**config.mk**
```make
export PLATFORM = sky130hd
export DESIGN_NAME = fc_tx_arbiter_flat
export DESIGN_NICKNAME = d
export VERILOG_FILES = /design/src/rtl/fc_tx_arbiter_if.sv /design/src/rtl/fc_tx_arbiter.sv /design/src/flat_wrapper.sv
export SDC_FILE = /design/constraint.sdc
export NUM_CORES = 1
export LEC_CHECK = 0
export CORE_MARGIN = 2
export CORE_UTILIZATION = 35
export CTS_BUF_LIST = sky130_fd_sc_hd__clkbuf_8
export DETAILED_ROUTE_END_ITERATION = 12
export PLACE_DENSITY_LB_ADDON = 0.25
export SYNTH_ARGS = -nofsm -noshare
export SYNTH_HDL_FRONTEND = slang
export SYNTH_SLANG_ARGS = --single-unit
```
**constraint.sdc**
```tcl
create_clock -name clk -period 7.72 [get_ports clk]
set_input_delay 1.544 -clock clk [delete_from_list [all_inputs] [get_ports clk]]
set_output_delay 1.544 -clock clk [all_outputs]
set_load 0.01 [all_outputs]
```
**src/rtl/fc_tx_arbiter_if.sv**
```systemverilog
// Request/grant bundle between the per-class TLP queues and the credit-aware TX arbiter.
// Class slices: bit/slice 0 = P, 1 = NP, 2 = CPL.
interface fc_tx_arbiter_if #(
  parameter int DATA_WIDTH = 8
);
  logic [2:0]              req;
  logic [3*DATA_WIDTH-1:0] hdr_need;
  logic [3*DATA_WIDTH-1:0] data_need;
  logic                    tx_done;
  logic [2:0]              gnt;
  logic                    busy;
  logic [2:0]              blocked;

  modport master (output req, hdr_need, data_need, tx_done, input gnt, busy, blocked);
  modport slave  (input req, hdr_need, data_need, tx_done, output gnt, busy, blocked);
endinterface

```
**src/rtl/fc_tx_arbiter.sv**
```systemverilog
// VC0 credit-aware round-robin TX arbiter for P / NP / CPL requesters.
// Grants one TLP at a time and tracks the six credits-consumed counters.
module fc_tx_arbiter #(
  parameter int DATA_WIDTH = 8
) (
  input  logic                  clk,
  input  logic                  rst,
  fc_tx_arbiter_if.slave        bus,
  input  logic [DATA_WIDTH-1:0] PH_credit_limit,
  input  logic [DATA_WIDTH-1:0] PD_credit_limit,
  input  logic [DATA_WIDTH-1:0] NPH_credit_limit,
  input  logic [DATA_WIDTH-1:0] NPD_credit_limit,
  input  logic [DATA_WIDTH-1:0] CH_credit_limit,
  input  logic [DATA_WIDTH-1:0] CD_credit_limit,
  output logic [DATA_WIDTH-1:0] PH_credit_consumed,
  output logic [DATA_WIDTH-1:0] PD_credit_consumed,
  output logic [DATA_WIDTH-1:0] NPH_credit_consumed,
  output logic [DATA_WIDTH-1:0] NPD_credit_consumed,
  output logic [DATA_WIDTH-1:0] CH_credit_consumed,
  output logic [DATA_WIDTH-1:0] CD_credit_consumed
);
  localparam int           W    = DATA_WIDTH;
  localparam logic [W-1:0] HALF = {1'b1, {(W-1){1'b0}}};
  localparam logic [1:0]   CLS_CPL = 2'd2;

  typedef enum logic {IDLE, BUSY} state_t;

  state_t       state, next_state;
  logic [W-1:0] lim_h  [3];
  logic [W-1:0] lim_d  [3];
  logic [W-1:0] cons_h [3];
  logic [W-1:0] cons_d [3];
  logic [W-1:0] need_h [3];
  logic [W-1:0] need_d [3];
  logic [2:0]   credit_ok;
  logic [2:0]   eligible;
  logic [1:0]   ptr;
  logic [1:0]   win_idx;
  logic         win_found;
  logic         grant_en;
  logic [2:0]   gnt_q, gnt_d;

  assign lim_h[0] = PH_credit_limit;
  assign lim_d[0] = PD_credit_limit;
  assign lim_h[1] = NPH_credit_limit;
  assign lim_d[1] = NPD_credit_limit;
  assign lim_h[2] = CH_credit_limit;
  assign lim_d[2] = CD_credit_limit;

  assign PH_credit_consumed  = cons_h[0];
  assign PD_credit_consumed  = cons_d[0];
  assign NPH_credit_consumed = cons_h[1];
  assign NPD_credit_consumed = cons_d[1];
  assign CH_credit_consumed  = cons_h[2];
  assign CD_credit_consumed  = cons_d[2];

  // Modulo-2^W headroom test; a zero need never consumes credit, so it always fits.
  function automatic logic fits(input logic [W-1:0] limit,
                                input logic [W-1:0] used,
                                input logic [W-1:0] need);
    logic [W-1:0] headroom;
    headroom = limit - (used + need);
    return (need == '0) || (headroom <= HALF);
  endfunction

  for (genvar i = 0; i < 3; i++) begin : g_cls
    assign need_h[i]    = bus.hdr_need[i*W +: W];
    assign need_d[i]    = bus.data_need[i*W +: W];
    assign credit_ok[i] = fits(lim_h[i], cons_h[i], need_h[i]) &&
                          fits(lim_d[i], cons_d[i], need_d[i]);
  end

  assign eligible    = bus.req & credit_ok;
  assign bus.blocked = bus.req & ~credit_ok;
  assign bus.busy    = (state == BUSY);
  assign bus.gnt     = gnt_q;

  // Search starts one past the last winner and wraps P -> NP -> CPL -> P.
  always_comb begin
    logic [1:0] cand;
    win_found = 1'b0;
    win_idx   = ptr;
    cand      = ptr;
    for (int k = 0; k < 3; k++) begin
      cand = (cand == CLS_CPL) ? 2'd0 : cand + 2'd1;
      if (!win_found && eligible[cand]) begin
        win_found = 1'b1;
        win_idx   = cand;
      end
    end
  end

  // NOTE: every output of this block gets a default first, so no path can infer a latch.
  always_comb begin
    next_state = state;
    gnt_d      = '0;
    grant_en   = 1'b0;
    case (state)
      IDLE: begin
        if (win_found) begin
          next_state = BUSY;
          gnt_d      = 3'b001 << win_idx;
          grant_en   = 1'b1;
        end
      end
      BUSY: begin
        if (bus.tx_done) next_state = IDLE;
      end
      default: next_state = IDLE;
    endcase
  end

  // NOTE: sequential state uses non-blocking assignments so all registers update together.
  always_ff @(posedge clk) begin
    if (rst) state <= IDLE;
    else     state <= next_state;
  end

  // NOTE: the consumed counters are real architectural state, so reset clears them explicitly.
  always_ff @(posedge clk) begin
    if (rst) begin
      ptr   <= CLS_CPL;
      gnt_q <= '0;
      for (int i = 0; i < 3; i++) begin
        cons_h[i] <= '0;
        cons_d[i] <= '0;
      end
    end else begin
      gnt_q <= gnt_d;
      if (grant_en) begin
        ptr             <= win_idx;
        cons_h[win_idx] <= cons_h[win_idx] + need_h[win_idx];
        cons_d[win_idx] <= cons_d[win_idx] + need_d[win_idx];
      end
    end
  end
endmodule

```
**src/flat_wrapper.sv**
```systemverilog
// flat-port wrapper written by rule: the top's interface ports become plain ports
module fc_tx_arbiter_flat 
#(
  parameter int DATA_WIDTH = 8
)
  (clk, rst, PH_credit_limit, PD_credit_limit, NPH_credit_limit, NPD_credit_limit, CH_credit_limit, CD_credit_limit, PH_credit_consumed, PD_credit_consumed, NPH_credit_consumed, NPD_credit_consumed, CH_credit_consumed, CD_credit_consumed, bus_req, bus_hdr_need, bus_data_need, bus_tx_done, bus_gnt, bus_busy, bus_blocked);
  fc_tx_arbiter_if #(.DATA_WIDTH(DATA_WIDTH)) bus_i ();
  input  logic clk;
  input  logic rst;
  input  logic [DATA_WIDTH-1:0] PH_credit_limit;
  input  logic [DATA_WIDTH-1:0] PD_credit_limit;
  input  logic [DATA_WIDTH-1:0] NPH_credit_limit;
  input  logic [DATA_WIDTH-1:0] NPD_credit_limit;
  input  logic [DATA_WIDTH-1:0] CH_credit_limit;
  input  logic [DATA_WIDTH-1:0] CD_credit_limit;
  output logic [DATA_WIDTH-1:0] PH_credit_consumed;
  output logic [DATA_WIDTH-1:0] PD_credit_consumed;
  output logic [DATA_WIDTH-1:0] NPH_credit_consumed;
  output logic [DATA_WIDTH-1:0] NPD_credit_consumed;
  output logic [DATA_WIDTH-1:0] CH_credit_consumed;
  output logic [DATA_WIDTH-1:0] CD_credit_consumed;
  input wire logic [$bits(bus_i.req)-1:0] bus_req;
  input wire logic [$bits(bus_i.hdr_need)-1:0] bus_hdr_need;
  input wire logic [$bits(bus_i.data_need)-1:0] bus_data_need;
  input wire logic [$bits(bus_i.tx_done)-1:0] bus_tx_done;
  output wire logic [$bits(bus_i.gnt)-1:0] bus_gnt;
  output wire logic [$bits(bus_i.busy)-1:0] bus_busy;
  output wire logic [$bits(bus_i.blocked)-1:0] bus_blocked;
  assign bus_i.req = bus_req;
  assign bus_i.hdr_need = bus_hdr_need;
  assign bus_i.data_need = bus_data_need;
  assign bus_i.tx_done = bus_tx_done;
  assign bus_gnt = bus_i.gnt;
  assign bus_busy = bus_i.busy;
  assign bus_blocked = bus_i.blocked;
  fc_tx_arbiter #(.DATA_WIDTH(DATA_WIDTH)) u_core (.clk(clk), .rst(rst), .bus(bus_i), .PH_credit_limit(PH_credit_limit), .PD_credit_limit(PD_credit_limit), .NPH_credit_limit(NPH_credit_limit), .NPD_credit_limit(NPD_credit_limit), .CH_credit_limit(CH_credit_limit), .CD_credit_limit(CD_credit_limit), .PH_credit_consumed(PH_credit_consumed), .PD_credit_consumed(PD_credit_consumed), .NPH_credit_consumed(NPH_credit_consumed), .NPD_credit_consumed(NPD_credit_consumed), .CH_credit_consumed(CH_credit_consumed), .CD_credit_consumed(CD_credit_consumed));
endmodule
```
==> results.json, run 1 <==
{
  "status": "completed",
  "core_area_mm2": 0.02115,
  "tritoncts": "yes",
  "setup_tns_ps": 0,
  "dpl.hpwl_um": 19600,
  "cp_data_arrival_time_ps": 7480,
  "cp-end-kind": "register",
  "synthFlopType": "edfxtp_1",
  "r2r_setup_slack_ps": 1510,
  "synth_top_family_by_area": "adder cells",
  "crit-reg2reg-capture": "u_core.cons_h[1][7]",
  "whs_ps": 514.7,
  "cts-hold-fix-buffers": 0,
  "synth.area.mux_share": 0.04887,
  "clock_path_buffers": 2,
  "drt_wl_total_um": 23370,
  "final_min_period_over_clock_period": 0.9558,
  "height_of_the_die_um": 151.4,
  "synth_xor_area_frac": 0.05529,
  "syn-mean-instance-area_um2": 8.730,
  "grt.overflow.total": 0,
  "fmax_mhz": 135.5,
  "drc": 0,
  "clock_sinks": 70,
  "worst_clock_skew_ps": 12.20,
  "grt_antenna_before_repair": 0,
  "hold_violations": 0,
  "clk_pin_slew_ps": 80,
  "count_of_flip_flops_with_a_built_in_enable_after_synthesis": 64,
  "crit_path_start_kind": "primary input",
  "first_global_vias": 6812,
  "number_of_antenna_cells_inserted": 0,
  "boundaryPins": 157,
  "grt_start_max_net_pins": 28,
  "syn_area_mm2": 0.007604,
  "critical_path.reg2reg.startpoint": "u_core.cons_h[2][0]",
  "critPathMaxFanout": 15,
  "yosys.cell_types.count": 65,
  "finalSetupViolCount": 0,
  "io_buffer_count": 156,
  "dieArea_mm2": 0.02292,
  "timing.hold.worst_endpoint": "u_core.bus.busy",
  "synth_async_sr_flop_share": 0,
  "drt_via_density": 5.034,
  "required_ps": 7820,
  "drt_iter0_markers": 497,
  "postSynthCellCount": 871,
  "drv.max_cap_violation_count": 0,
  "syn2layout_area_growth_pct": 37.27,
  "antenna_violating_nets_post_route": 0,
  "initial_core_util": 0.3594,
  "flops_latches_synth": 70,
  "route.detailed.wl_per_inst_um": 16.75,
  "gp_congestion": 0.8908,
  "worst-r2r-cell-count": 27,
  "synthSimpleGateAreaFrac": 0.1530,
  "cts.root.buffer_cell": "clkbuf_8",
  "grt_pass1_wl_um": 35960,
  "area_fraction_in_compound_gates_after_synthesis": 0.1550,
  "hold_path.startpoint": "u_core.bus.busy",
  "die_w_um": 151.4,
  "post-route-min-period_ps": 7379,
  "cp-startpoint": "bus_hdr_need[16]",
  "drive_gt1_frac": 0.1116,
  "insertion_delay_ps": 350,
  "synth_seq_area_share": 0.2686,
  "grt_util_all_layers": 0.2057,
  "hold-path-cell-count": 2,
  "num_vias": 7023,
  "slew_viols_final": 0,
  "layout.cells.most_common": "inv_1",
  "tritoncts.num_buffers": 9,
  "top_library_cells_by_usage_in_the_layout_fill_and_taps_aside": "158 x inv_1, 156 x clkdlybuf4s50_1, 89 x nor2_1, 81 x buf_4, 73 x nand2_1",
  "number_of_detailed_routing_iterations_run_before_antenna_repair": 5,
  "yosys_warnings": 0,
  "crit_type": "in -> reg",
  "cts_htree_levels": 3,
  "rows": 53,
  "yosys.area_share.adder": 0.2277,
  "min-delay-path-class": "reg -> reg",
  "finish.net_count": 1329
}
## metrics by stage
step	instance area [µm²]	cells	util	setup slack, ps
6_report	10440	1395	0.4934	340.9
2_1_floorplan	7660	886	-	529.5
3_3_place_gp	10090	1377	0.4768	-144.0
3_5_place_dp	10090	1377	0.4768	-263.7
5_1_grt	10440	1395	0.4934	-70.38
4_1_cts	10310	1393	0.4874	92.75
## worst max-delay path, stage by stage
cell,delay (ps)
clkdlybuf4s50_1,470
inv_1,60
fa_1,560
ha_1,150
nor2_1,60
fa_1,390
xnor2_1,140
or4_1,490
nor4_2,280
or4_1,220
nand2_1,120
o31ai_4,340
buf_8,230
mux2i_1,220
nand2_1,90
and2_1,160
ha_1,280
a21o_1,170
a21oi_1,180
o21bai_1,100
a21oi_2,160
o21bai_1,90
a21o_1,190
and4_1,200
o31ai_2,250
nand3_2,170
mux2i_1,160
## synthesized netlist by cell type, types with 4 or more instances
cell type  number  share of area
a211o_1         5         0.0058
a211oi_1        7         0.0069
a21boi_0        4         0.0039
a21o_1         12          0.012
a21oi_1        53          0.035
a31oi_1        11         0.0091
and2_1          4         0.0033
and3_1          8         0.0066
buf_2          13         0.0086
clkbuf_1        7         0.0035
dfxtp_1         6          0.016
edfxtp_1       64           0.25
fa_1           44           0.12
ha_1           68           0.11
inv_1         157          0.078
mux2i_1        36          0.047
nand2_1        73          0.036
nand2b_1       12         0.0099
nand3_1        15         0.0099
nand4_1         4         0.0033
nor2_1         92          0.045
nor3b_1         5         0.0049
nor4_1         14          0.012
o211ai_1        8         0.0079
o21a_1          6         0.0059
o21ai_0        26          0.017
o21bai_1        6         0.0059
o31a_1          4         0.0046
o31ai_1         5         0.0049
or4_1           4         0.0039
xnor2_1        33          0.038
xor2_1         15          0.017
## what timing repair did
action                     in CTS  in global routing
resized for setup               0                 20
setup endpoints to repair       0                 12
setup buffers                   0                  1
## layer usage
layer / vias up / global-route usage / routed length (µm)
met3: 23 / 0.03524 / 1571
li1: 3456 / - / -
met2: 209 / 0.3136 / 10360
met5: - / 0 / 0
met1: 3335 / 0.3000 / 11050
met4: 0 / 0.05607 / 388
## final cells by class
type	instances	area (µm²)
fill	2035	10720
multi-input combinational	637	5010
timing repair buffer	240	2230
sequential	70	2042
inverter	157	589.3
tap	275	344.1
clock buffer	9	123.9
clock inverter	7	98.84
## sequential cells by signal, indices dropped and copies added, names as in the netlist
| name | count |
|---|---|
| u_core.cons_h | 32 |
| u_core.bus.busy | 1 |
| u_core.bus.gnt | 3 |
| u_core.cons_d | 32 |
| u_core.ptr | 2 |
## cells by family after synthesis
| kind of cell | after synthesis |
|---|---|
| AO/OA/AOI/OAI | 175 |
| XOR/XNOR | 48 |
| adder cells (fa/ha/maj) | 112 |
| buffers and inverters | 179 |
| flip-flops | 70 |
| multiplexers | 37 |
| other | 1 |
| AND/OR/NAND/NOR | 249 |
## how the worst max path moves through the flow
| stage | to | slack (ps) | cells past startpoint |
|---|---|---|---|
| final | u_core.cons_h[1][7] | 340 | 27 |
| after global routing | u_core.cons_h[1][7] | -70 | 28 |
| after CTS | u_core.cons_d[3][7] | 90 | 28 |
| after detailed placement | u_core.cons_d[3][7] | -260 | 28 |
| after global placement | u_core.cons_h[3][7] | -140 | 27 |
| after floorplan | u_core.cons_h[3][7] | 530 | 27 |
Power of run 1 is not shown: default switching activity piles up to over one toggle a cycle in this logic, so the estimate is an artifact.
==> inputs of run 2 (changes only) <==
--- a/config.mk
+++ b/config.mk
@@ -5,7 +5,6 @@
 export SDC_FILE = /design/constraint.sdc
 export NUM_CORES = 1
 export LEC_CHECK = 0
-export CORE_MARGIN = 2
 export CORE_UTILIZATION = 35
 export CTS_BUF_LIST = sky130_fd_sc_hd__clkbuf_8
 export DETAILED_ROUTE_END_ITERATION = 12
==> results.json, run 2 (same netlist as run 1, synthesis figures left out) <==
{
  "final_design_instance_area_without_fill_mm2": 0.01058,
  "cp-startpoint": "bus_data_need[0]",
  "crit_top_cell": "buf_4",
  "min-delay-path-class": "reg -> reg",
  "height_of_the_die_um": 149.4,
  "insertion_delay_ps": 360,
  "number_of_detailed_routing_iterations_run_before_antenna_repair": 5,
  "dpl.hpwl_um": 19330,
  "crit-reg2reg-capture": "u_core.cons_d[3][7]",
  "top_library_cells_by_usage_in_the_layout_fill_and_taps_aside": "158 x inv_1, 156 x clkdlybuf4s50_1, 96 x buf_4, 90 x nor2_1, 73 x nand2_1",
  "finish.net_count": 1346,
  "boundaryPins": 157,
  "dieArea_mm2": 0.02232,
  "syn2layout_area_growth_pct": 39.13,
  "drt_iter0_markers": 486,
  "cts_htree_levels": 3,
  "drc": 0,
  "endpoint": "u_core.cons_d[3][7]",
  "critical_path.reg2reg.startpoint": "u_core.cons_h[1][0]",
  "gp_congestion": 0.9078,
  "initial_core_util": 0.3594,
  "die_w_um": 149.4,
  "grt_antenna_before_repair": 0,
  "cp_data_arrival_time_ps": 7580,
  "grt_util_all_layers": 0.2109,
  "slowest_delay_ps": 500,
  "required_ps": 7820,
  "layout.cells.most_common": "inv_1",
  "post_layout_nonfiller_instances": 1412,
  "drive_gt1_frac": 0.1240,
  "postPlaceCellArea_mm2": 0.01015,
  "r2r_setup_slack_ps": 1540,
  "core_area_mm2": 0.02115,
  "tritoncts": "yes",
  "rows": 53,
  "number_of_antenna_cells_inserted": 0,
  "slew_viols_final": 0,
  "first_global_vias": 6871,
  "clock_path_buffers": 2,
  "drt_via_density": 5.013,
  "whs_ps": 517.6,
  "drt_wl_total_um": 23570,
  "finalSetupViolCount": 0,
  "status": "completed",
  "crit_path_start_kind": "primary input",
  "cpMaxStageDelayCell": "fa_1",
  "num_vias": 7078,
  "grt_start_max_net_pins": 33,
  "worst_slew_margin_rel": 0.3551,
  "fmax_mhz": 133.8,
  "grt.overflow.total": 0,
  "post-route-min-period_ps": 7474,
  "crit_type": "in -> reg",
  "clk_pin_slew_ps": 80,
  "final_min_period_over_clock_period": 0.9681,
  "io_buffer_count": 156,
  "placed_cells": 1386,
  "grt_pass1_wl_um": 35890,
  "pin_slew_with_the_least_headroom_to_its_limit_ps": 967.3,
  "worst-r2r-cell-count": 28,
  "drv.max_cap_violation_count": 0,
  "route.detailed.wl_per_inst_um": 16.69,
  "tritoncts.num_buffers": 9,
  "critPathMaxFanout": 5,
  "hold_violations": 0,
  "worst_clock_skew_ps": 17.81,
  "cts.root.buffer_cell": "clkbuf_8",
  "setup_ws_ps": 246.0,
  "antenna_violating_nets_post_route": 0,
  "clock_sinks": 70,
  "cp-end-kind": "register",
  "pre_cts_slack_ps": -481.1
}
==> run 2: layout make-up <==
class                           instances  area, µm²
Clock buffer                            9      123.9
Clock inverter                          7      75.07
Fill cell                            2035      10580
Inverter                              157      589.3
Multi-Input combinational cell        637       5007
Sequential cell                        70       2042
Tap cell                              275      344.1
Timing Repair Buffer                  257       2397
==> run 2: timing repair <==
item / 4_1_cts / 5_1_grt
setup buffers: 0 / 7
cloned: 0 / 3
pin swaps: 0 / 7
hold buffers: 0 / 0
setup endpoints to repair: 4 / 8
resized for setup: 1 / 19
==> run 2: per-layer routing <==
metal  global-route usage  up-vias  routed length (µm)
met2               0.3231      228               10500
met4              0.05408        0                 423
li1                     -     3483                   -
met3              0.03180       24                1557
met1               0.3071     3343               11080
met5                    0        -                   0
==> run 2: worst min path at each step <==
stage / cells past startpoint / from / to
2_1_floorplan: 2 / u_core.ptr[0] / u_core.ptr[0]
3_3_place_gp: 2 / u_core.bus.busy / u_core.bus.busy
3_5_place_dp: 2 / u_core.bus.busy / u_core.bus.busy
4_1_cts: 2 / u_core.bus.busy / u_core.bus.busy
5_1_grt: 2 / u_core.bus.busy / u_core.bus.busy
6_report: 2 / u_core.bus.busy / u_core.bus.busy
==> run 2: through the flow <==
stage / setup TNS, ps / util
global route: -62.91 / 0.5001
global placement: -2458 / 0.4800
finish: 0 / 0.5001
floorplan: 0 / -
detailed placement: -4034 / 0.4800
CTS: 0 / 0.4896
==> run 2: worst max-delay path, delay by kind of cell <==
| family | cells | cell delay, ps |
|---|---|---|
| AO/OA/AOI/OAI | 12 | 2160 |
| XOR/XNOR | 2 | 320 |
| adder cells (fa/ha/maj) | 4 | 1410 |
| buffers and inverters | 7 | 1270 |
| AND/OR/NAND/NOR | 6 | 840 |
Power of run 2 is left out for the same reason.
==> inputs of run 3 (changes only) <==
--- a/config.mk
+++ b/config.mk
@@ -5,7 +5,8 @@
 export SDC_FILE = /design/constraint.sdc
 export NUM_CORES = 1
 export LEC_CHECK = 0
-export CORE_UTILIZATION = 35
+export ABC_CLOCK_PERIOD_IN_PS = 7720
+export CORE_UTILIZATION = 54
 export CTS_BUF_LIST = sky130_fd_sc_hd__clkbuf_8
 export DETAILED_ROUTE_END_ITERATION = 12
 export PLACE_DENSITY_LB_ADDON = 0.25
==> results.json, run 3 (same netlist as run 1, synthesis figures left out) <==
{
  "critPathMaxFanout": 9,
  "rows": 42,
  "number_of_antenna_cells_inserted": 0,
  "io_buffer_count": 156,
  "cts_htree_levels": 3,
  "hold-path-cell-count": 2,
  "gp_congestion": 0.9587,
  "post-route-min-period_ps": 7424,
  "hold_violations": 0,
  "grt_start_max_net_pins": 31,
  "initial_core_util": 0.5630,
  "required_ps": 7820,
  "grt_util_all_layers": 0.3036,
  "cts.root.buffer_cell": "clkbuf_8",
  "pre_cts_slack_ps": -231.8,
  "drive_gt1_frac": 0.07863,
  "worst_slew_margin_rel": 0.3485,
  "drt_iter0_markers": 725,
  "top_library_cells_by_usage_in_the_layout_fill_and_taps_aside": "158 x inv_1, 156 x clkdlybuf4s50_1, 91 x nor2_1, 73 x nand2_1, 68 x ha_1",
  "die_w_um": 120.7,
  "fmax_mhz": 134.7,
  "num_vias": 7105,
  "setup_tns_ps": 0,
  "tritoncts.num_buffers": 9,
  "core_area_mm2": 0.01351,
  "min-delay-path-class": "reg -> reg",
  "clk_pin_slew_ps": 80,
  "slew_viols_final": 0,
  "drc": 0,
  "route.detailed.wl_per_inst_um": 17.33,
  "crit_type": "in -> reg",
  "cp_data_arrival_time_ps": 7520,
  "worst-r2r-cell-count": 27,
  "crit_path_start_kind": "primary input",
  "timing.hold.worst_endpoint": "u_core.bus.busy",
  "first_global_vias": 6711,
  "critical_path.reg2reg.startpoint": "u_core.cons_h[2][0]",
  "tritoncts": "yes",
  "grt_pass1_wl_um": 33870,
  "whs_ps": 509.1,
  "height_of_the_die_um": 120.7,
  "hold_path.startpoint": "u_core.bus.busy",
  "cp-end-kind": "register",
  "drt_via_density": 5.652,
  "status": "completed",
  "drt_wl_total_um": 21790,
  "drv.max_cap_violation_count": 0,
  "finalSetupViolCount": 0,
  "worst_clock_skew_ps": 8.493,
  "grt.overflow.total": 0,
  "boundaryPins": 157,
  "clock_sinks": 70,
  "r2r_setup_slack_ps": 1540,
  "postCtsSetupBuffers": 0,
  "finish.net_count": 1290,
  "crit-reg2reg-capture": "u_core.cons_d[2][7]",
  "pin_slew_with_the_least_headroom_to_its_limit_ps": 977.2,
  "setup_ws_ps": 295.8,
  "final_min_period_over_clock_period": 0.9617,
  "dieArea_mm2": 0.01456,
  "dpl.hpwl_um": 18110,
  "number_of_detailed_routing_iterations_run_before_antenna_repair": 5,
  "insertion_delay_ps": 350,
  "antenna_violating_nets_post_route": 0,
  "syn2layout_area_growth_pct": 31.04,
  "clock_path_buffers": 2,
  "grt_antenna_before_repair": 0,
  "layout.cells.most_common": "inv_1"
}
run 3: worst max-delay path: stages:
cell             delay (ps)
clkdlybuf4s50_1         490
inv_1                    80
fa_1                    580
ha_1                    180
nor2_1                   60
fa_1                    440
nand2b_1                160
a21oi_1                 160
mux2i_1                 110
a2111o_1                470
a221o_1                 380
nand3_1                 150
o31ai_4                 130
buf_12                  170
mux2i_1                 160
nand2_1                  90
and2_1                  160
ha_1                    260
a21o_1                  170
a21oi_1                 190
o21bai_1                110
a21oi_2                 150
o21bai_1                 90
a21o_1                  190
and4_1                  200
o31ai_2                 260
nand3_2                 200
mux2i_1                 180
run 3: worst max-delay path by stage:
stage	cells past startpoint	start	slack [ps]	to
3_3_place_gp	27	bus_hdr_need[8]	-50	u_core.cons_d[3][7]
3_5_place_dp	29	bus_hdr_need[8]	-230	u_core.cons_d[2][7]
5_1_grt	29	bus_data_need[8]	-5	u_core.cons_h[2][7]
4_1_cts	29	bus_hdr_need[8]	90	u_core.cons_h[3][7]
6_report	28	bus_data_need[0]	300	u_core.cons_d[2][7]
2_1_floorplan	27	bus_data_need[0]	530	u_core.cons_h[3][7]
run 3: what timing repair did:
item | CTS | global route
endpoints found under the hold margin | 0 | 0
gates resized for setup | 0 | 15
hold buffers | 0 | 0
setup endpoints to repair | 0 | 8
run 3: layer usage:
| layer | part of all wire | global-route usage | routed length (µm) | up-vias |
|---|---|---|---|---|
| li1 | - | - | - | 3368 |
| met2 | 0.45 | 0.4738 | 9751 | 377 |
| met4 | 0.023 | 0.09491 | 503 | 0 |
| met5 | 0 | 0 | 0 | - |
| met3 | 0.11 | 0.05755 | 2378 | 47 |
| met1 | 0.42 | 0.4258 | 9156 | 3313 |
run 3: cell type report:
class                   count  area, µm²
clock buffers              10      137.6
multi-input cells         637       5020
fillers                   959       3542
well taps                 176      220.2
clock inverters             6      38.79
repair buffers            201       1916
flip-flops and latches     70       2042
inverters                 157      589.3
run 3: through the flow:
step,instances,cell area (µm²),utilization
after floorplan,886,7660,-
after global placement,1241,9698,0.7181
after detailed placement,1241,9698,0.7181
after CTS,1257,9874,0.7311
after global routing,1257,9963,0.7377
final,1257,9963,0.7377
Power of run 3 is left out for the same reason.
